### src/rtl/dmem_arbiter.sv
// Round-robin arbiter sharing one data-memory port between the CPU and a loader (DMA).
// One access in flight at a time; a stuck access is aborted after TIMEOUT cycles.
module dmem_arbiter #(
  parameter int unsigned TIMEOUT = 16
) (
  input  logic        clk,
  input  logic        reset,
  // CPU port
  input  logic        cpu_req,
  input  logic [3:0]  cpu_we,
  input  logic [31:0] cpu_addr,
  input  logic [31:0] cpu_wdata,
  output logic [31:0] cpu_rdata,
  output logic        cpu_done,
  output logic        cpu_stall,
  // loader port
  input  logic        dma_req,
  input  logic [3:0]  dma_we,
  input  logic [31:0] dma_addr,
  input  logic [31:0] dma_wdata,
  output logic [31:0] dma_rdata,
  output logic        dma_done,
  // memory port
  output logic        mem_en,
  output logic [3:0]  mem_we,
  output logic [31:0] mem_addr,
  output logic [31:0] mem_wdata,
  input  logic [31:0] mem_rdata,
  input  logic        mem_ack,
  output logic        err
);

  localparam int unsigned DATA_W = 32;
  localparam int unsigned ADDR_W = 32;
  localparam int unsigned WE_W   = 4;
  localparam int unsigned CNT_W  = 8;

  localparam logic [CNT_W-1:0]  CNT_LIMIT = CNT_W'(TIMEOUT - 1);
  localparam logic [ADDR_W-1:0] WORD_MASK = ~ADDR_W'(3);

  typedef enum logic [1:0] {
    IDLE = 2'd0,
    BUSY = 2'd1,
    RESP = 2'd2
  } state_t;

  typedef struct packed {
    logic [WE_W-1:0]   we;
    logic [ADDR_W-1:0] addr;
    logic [DATA_W-1:0] wdata;
  } acc_t;

  state_t            state_q, state_d;
  logic              grant_cpu_q, grant_cpu_d;
  logic              last_dma_q, last_dma_d;
  logic [CNT_W-1:0]  wait_cnt_q, wait_cnt_d;

  logic              mem_en_d;
  logic [WE_W-1:0]   mem_we_d;
  logic [ADDR_W-1:0] mem_addr_d;
  logic [DATA_W-1:0] mem_wdata_d;
  logic [DATA_W-1:0] cpu_rdata_d;
  logic [DATA_W-1:0] dma_rdata_d;
  logic              cpu_done_d;
  logic              dma_done_d;
  logic              err_d;

  logic              pick_cpu;
  acc_t              cpu_acc;
  acc_t              dma_acc;
  acc_t              sel_acc;

  // CPU wins when alone, or on a tie when the loader was served last.
  assign pick_cpu = cpu_req & (~dma_req | last_dma_q);

  assign cpu_acc  = '{we: cpu_we, addr: cpu_addr, wdata: cpu_wdata};
  assign dma_acc  = '{we: dma_we, addr: dma_addr, wdata: dma_wdata};
  assign sel_acc  = pick_cpu ? cpu_acc : dma_acc;

  assign cpu_stall = cpu_req & ~cpu_done;

  // State register.
  always_ff @(posedge clk) begin
    if (reset) begin
      state_q <= IDLE;
    end else begin
      state_q <= state_d;
    end
  end

  // Next-state and next-output logic.
  always_comb begin
    state_d     = state_q;
    grant_cpu_d = grant_cpu_q;
    last_dma_d  = last_dma_q;
    wait_cnt_d  = wait_cnt_q;
    mem_en_d    = mem_en;
    mem_we_d    = mem_we;
    mem_addr_d  = mem_addr;
    mem_wdata_d = mem_wdata;
    cpu_rdata_d = cpu_rdata;
    dma_rdata_d = dma_rdata;
    cpu_done_d  = 1'b0;
    dma_done_d  = 1'b0;
    err_d       = 1'b0;

    case (state_q)
      IDLE: begin
        mem_en_d = 1'b0;
        mem_we_d = '0;
        if (cpu_req || dma_req) begin
          grant_cpu_d = pick_cpu;
          mem_en_d    = 1'b1;
          mem_we_d    = sel_acc.we;
          mem_addr_d  = sel_acc.addr & WORD_MASK;
          mem_wdata_d = sel_acc.wdata;
          wait_cnt_d  = '0;
          state_d     = BUSY;
        end
      end

      BUSY: begin
        // An ack in the limit cycle still counts as success.
        if (mem_ack || (wait_cnt_q == CNT_LIMIT)) begin
          if (grant_cpu_q) begin
            cpu_rdata_d = mem_ack ? mem_rdata : '0;
          end else begin
            dma_rdata_d = mem_ack ? mem_rdata : '0;
          end
          cpu_done_d = grant_cpu_q;
          dma_done_d = ~grant_cpu_q;
          err_d      = ~mem_ack;
          mem_en_d   = 1'b0;
          mem_we_d   = '0;
          state_d    = RESP;
        end else begin
          wait_cnt_d = wait_cnt_q + CNT_W'(1);
        end
      end

      RESP: begin
        last_dma_d = ~grant_cpu_q;
        state_d    = IDLE;
      end

      default: begin
        state_d = IDLE;
      end
    endcase
  end

  // Datapath and output registers.
  always_ff @(posedge clk) begin
    if (reset) begin
      grant_cpu_q <= 1'b0;
      last_dma_q  <= 1'b1;
      wait_cnt_q  <= '0;
      mem_en      <= 1'b0;
      mem_we      <= '0;
      mem_addr    <= '0;
      mem_wdata   <= '0;
      cpu_rdata   <= '0;
      dma_rdata   <= '0;
      cpu_done    <= 1'b0;
      dma_done    <= 1'b0;
      err         <= 1'b0;
    end else begin
      grant_cpu_q <= grant_cpu_d;
      last_dma_q  <= last_dma_d;
      wait_cnt_q  <= wait_cnt_d;
      mem_en      <= mem_en_d;
      mem_we      <= mem_we_d;
      mem_addr    <= mem_addr_d;
      mem_wdata   <= mem_wdata_d;
      cpu_rdata   <= cpu_rdata_d;
      dma_rdata   <= dma_rdata_d;
      cpu_done    <= cpu_done_d;
      dma_done    <= dma_done_d;
      err         <= err_d;
    end
  end

endmodule

### config.mk
export PLATFORM = sky130hd
export DESIGN_NAME = dmem_arbiter
export DESIGN_NICKNAME = d
export VERILOG_FILES = /design/src/rtl/dmem_arbiter.sv
export SDC_FILE = /design/constraint.sdc
export NUM_CORES = 1
export LEC_CHECK = 0
export CAP_MARGIN = 20
export CELL_PAD_IN_SITES_DETAIL_PLACEMENT = 0
export CELL_PAD_IN_SITES_GLOBAL_PLACEMENT = 2
export CORE_MARGIN = 2
export CORE_UTILIZATION = 23
export CTS_CLUSTER_DIAMETER = 80
export DETAILED_ROUTE_END_ITERATION = 10
export PLACE_DENSITY_LB_ADDON = 0.05
export SYNTH_ARGS = -nofsm -noshare
export SYNTH_HDL_FRONTEND = slang
export SYNTH_SLANG_ARGS = --single-unit
### constraint.sdc
create_clock -name clk -period 2.95 [get_ports clk]
set_input_delay 0.59 -clock clk [delete_from_list [all_inputs] [get_ports clk]]
set_output_delay 0.59 -clock clk [all_outputs]
set_load 0.01 [all_outputs]
==> reports/qor.yml <==
clocking:
  clkSinkCount: 146
  cts_hold_buf: 0
  htreeDepth: 4
  ctsResizeCount: 0
  cts_buffer_depth: 2
  numCtsBuffers: 17
  postCtsSetupBuffers: 0
  clkTransAtPathRegs_ns: 0.06
  root_buffer: "clkbuf_16"
  clk_latency_ns: 0.42
  tritoncts: "built"
critical_path:
  critPathRequiredTime_ns: 2.36
  crit_path_end_kind: "primary output"
  critPathSlowestCell: "clkdlybuf4s50_1"
  start_kind: "input pin"
  cp_data_arrival_time_ns: 1.52
  max_stage_delay_ns: 0.54
  worst-setup-path-type: "input pin to primary output"
  path_cells: "buf_2 -> nor2b_1 -> clkdlybuf4s50_1"
  crit_fanout: 13
pwr:
  clkPwrFrac_pct: 40.3
  p_leak_nw: 3.504
  power_density_nw_per_um2: 558.1
  power_frac_comb_pct: 19.4
  vdd_drop_max_mv: 0.2720
  switchingPower_mw: 1.532
  p_int_mw: 3.880
  total_power_mw: 5.412
  seqPwrFrac_pct: 40.3
  p_sw_share_pct: 28.30
route:
  ant_nets: 0
  drt_iter0_drc: 342
  routed_via_density: 4.805
  drcViolationCount: 0
  drt_first_pass_iters: 4
  num_vias: 5910
  wl_per_cell_um: 18.39
  finalWirelength_um: 22620
placement:
  dp_cells: 1196
  gp_congestion: 0.7643
  io_buffers: 303
  placed_area_um2: 9100
  dpl.hpwl_um: 15860
  dp_slack_ns: 0.5825
synthesis:
  ys_warn_count: 0
  ys_seq_area_share_pct: 51.19
  yosysTopAreaCell: "dfxtp_1"
  netlist_area_um2: 5709
  synth.top_cell.area_share_pct: 51.19
  yosys-top-cells-area: "dfxtp_1 (51%), a32o_1 (11%), a311oi_1 (9.5%)"
  avgSynthCellArea_um2: 9.223
  ys_ff_latch: 146
  ys_types: 39
  synthCells: 619
global_routing:
  grt_usage_pct: 16.83
  grt_pass1_vias: 5941
  grt_pass1_wl_um: 34290
  grt_remaining_overflow: 0
  antenna_found_initial: 2
  grt_max_degree: 72
die:
  die_area_um2: 26100
  core-area_um2: 24320
  pin_count: 310
  die_x_um: 161.6
  initial_core_util_pct: 23.48
  fp.dieH_um: 161.6
  rows: 57
sta:
  fin_setup_tns_ns: 0
  rsz0062_at_grt: "false"
  finClkSkew_ns: 0.01057
  slew_violations: 0
  fin_crit_sh_pct: 71.51
  slew_headroom_pct: 44.04
  setup_ws_ns: 0.8404
  hold_slack_ns: 0.4532
  fmax_ghz: 0.4740
  final_hold_viol_count: 0
  tightest_slew_ns: 0.8394
  min_period_ns: 2.110
  setup_viol: 0
finish:
  final_cells: 1230
  post-route-util_pct: 39.88
  syn_to_final_growth_pct: 69.87
  fin_area_um2: 9698
  final_common_cell: "clkdlybuf4s50_1"
  nNetsFinal: 1065
  drive_gt1_share_pct: 6.748
  final_cell_mix: "clkdlybuf4s50_1 (301), dfxtp_1 (146), nor2_1 (69), nand2_1 (69), nand3_1 (69)"
status:
  status: "finished, final reports clean"
min_path:
  min_path_type: "flop to flop"
flow_run:
  drv_cap: 0
==> power groups by stage <==
stage	Clock [mW]	Combinational, mW	Sequential (mW)
after detailed placement	0	1.07	2.22
final	2.18	1.05	2.18
after global routing	2.34	1.14	2.20
after global placement	0	1.06	2.22
after floorplan	0	0.360	2.28
after CTS	2.26	1.07	2.18
==> registers in the layout, summed over array words and instances, names as in the netlist <==
name	flops
cpu_done	1
cpu_rdata	32
dma_done	1
dma_rdata	32
err	1
grant_cpu_q	1
last_dma_q	1
mem_addr	30
mem_en	1
mem_wdata	32
mem_we	4
state_q	2
wait_cnt_q	8
==> critical path, delay by kind of cell <==
family,cells,cell delay [ns]
buf+inv,2,0.76
simple gates,1,0.16
==> worst paths after layout <==
check                  start            to  slack, ns  cells past startpoint
setup / recovery     cpu_req     cpu_stall       0.84                      3
hold / removal     mem_we[1]     mem_we[1]       0.45                      2
setup reg to reg  state_q[0]  cpu_rdata[9]       1.05                      6
hold reg to reg    mem_we[1]     mem_we[1]       0.45                      2
==> synthesized netlist by cell type, drive strengths merged <==
master / number
or4: 1
a211o: 1
o31a: 1
nand3b: 2
a31oi: 3
mux2i: 1
a32o: 64
o31ai: 2
or3b: 1
dfxtp: 146
a32oi: 1
nand3: 69
clkbuf: 55
nand2: 70
buf: 14
nor2b: 3
and3: 5
conb: 1
or2: 1
nand4b: 2
nor2: 70
o211ai: 2
a311oi: 62
nand2b: 3
o21a: 1
and4b: 1
a21o: 2
a221oi: 1
o21ai: 6
a21boi: 4
or3: 1
nor4: 1
ha: 1
inv: 2
nor3: 2
and2: 2
a21oi: 15
==> cell families after synthesis <==
| family | synth area share [%] |
|---|---|
| DFF | 51.19 |
| buffers and inverters | 5.063 |
| adders and majority gates | 0.2191 |
| muxes | 0.1753 |
| other | 0.06568 |
| and+or+nand+nor | 18.32 |
| AOI/OAI and AO/OA | 24.96 |
==> routing by layer <==
layer	GRT usage, %	routed length, um	vias up
li1	-	-	2879
met3	6.549	2097	24
met5	0	0	-
met2	27.80	10660	215
met4	6.494	509	0
met1	19.66	9359	2792
==> layout make-up <==
| cell class | count | area, um2 |
|---|---|---|
| Fill cell | 2426 | 14620 |
| Inverter | 2 | 7.507 |
| Timing Repair Buffer | 321 | 3233 |
| Clock inverter | 15 | 167.7 |
| Antenna cell | 2 | 5.005 |
| Clock buffer | 17 | 425.4 |
| Tap cell | 324 | 405.4 |
| Multi-Input combinational cell | 403 | 2531 |
| Sequential cell | 146 | 2923 |
Note: power is estimated with default switching activity, not from simulation.
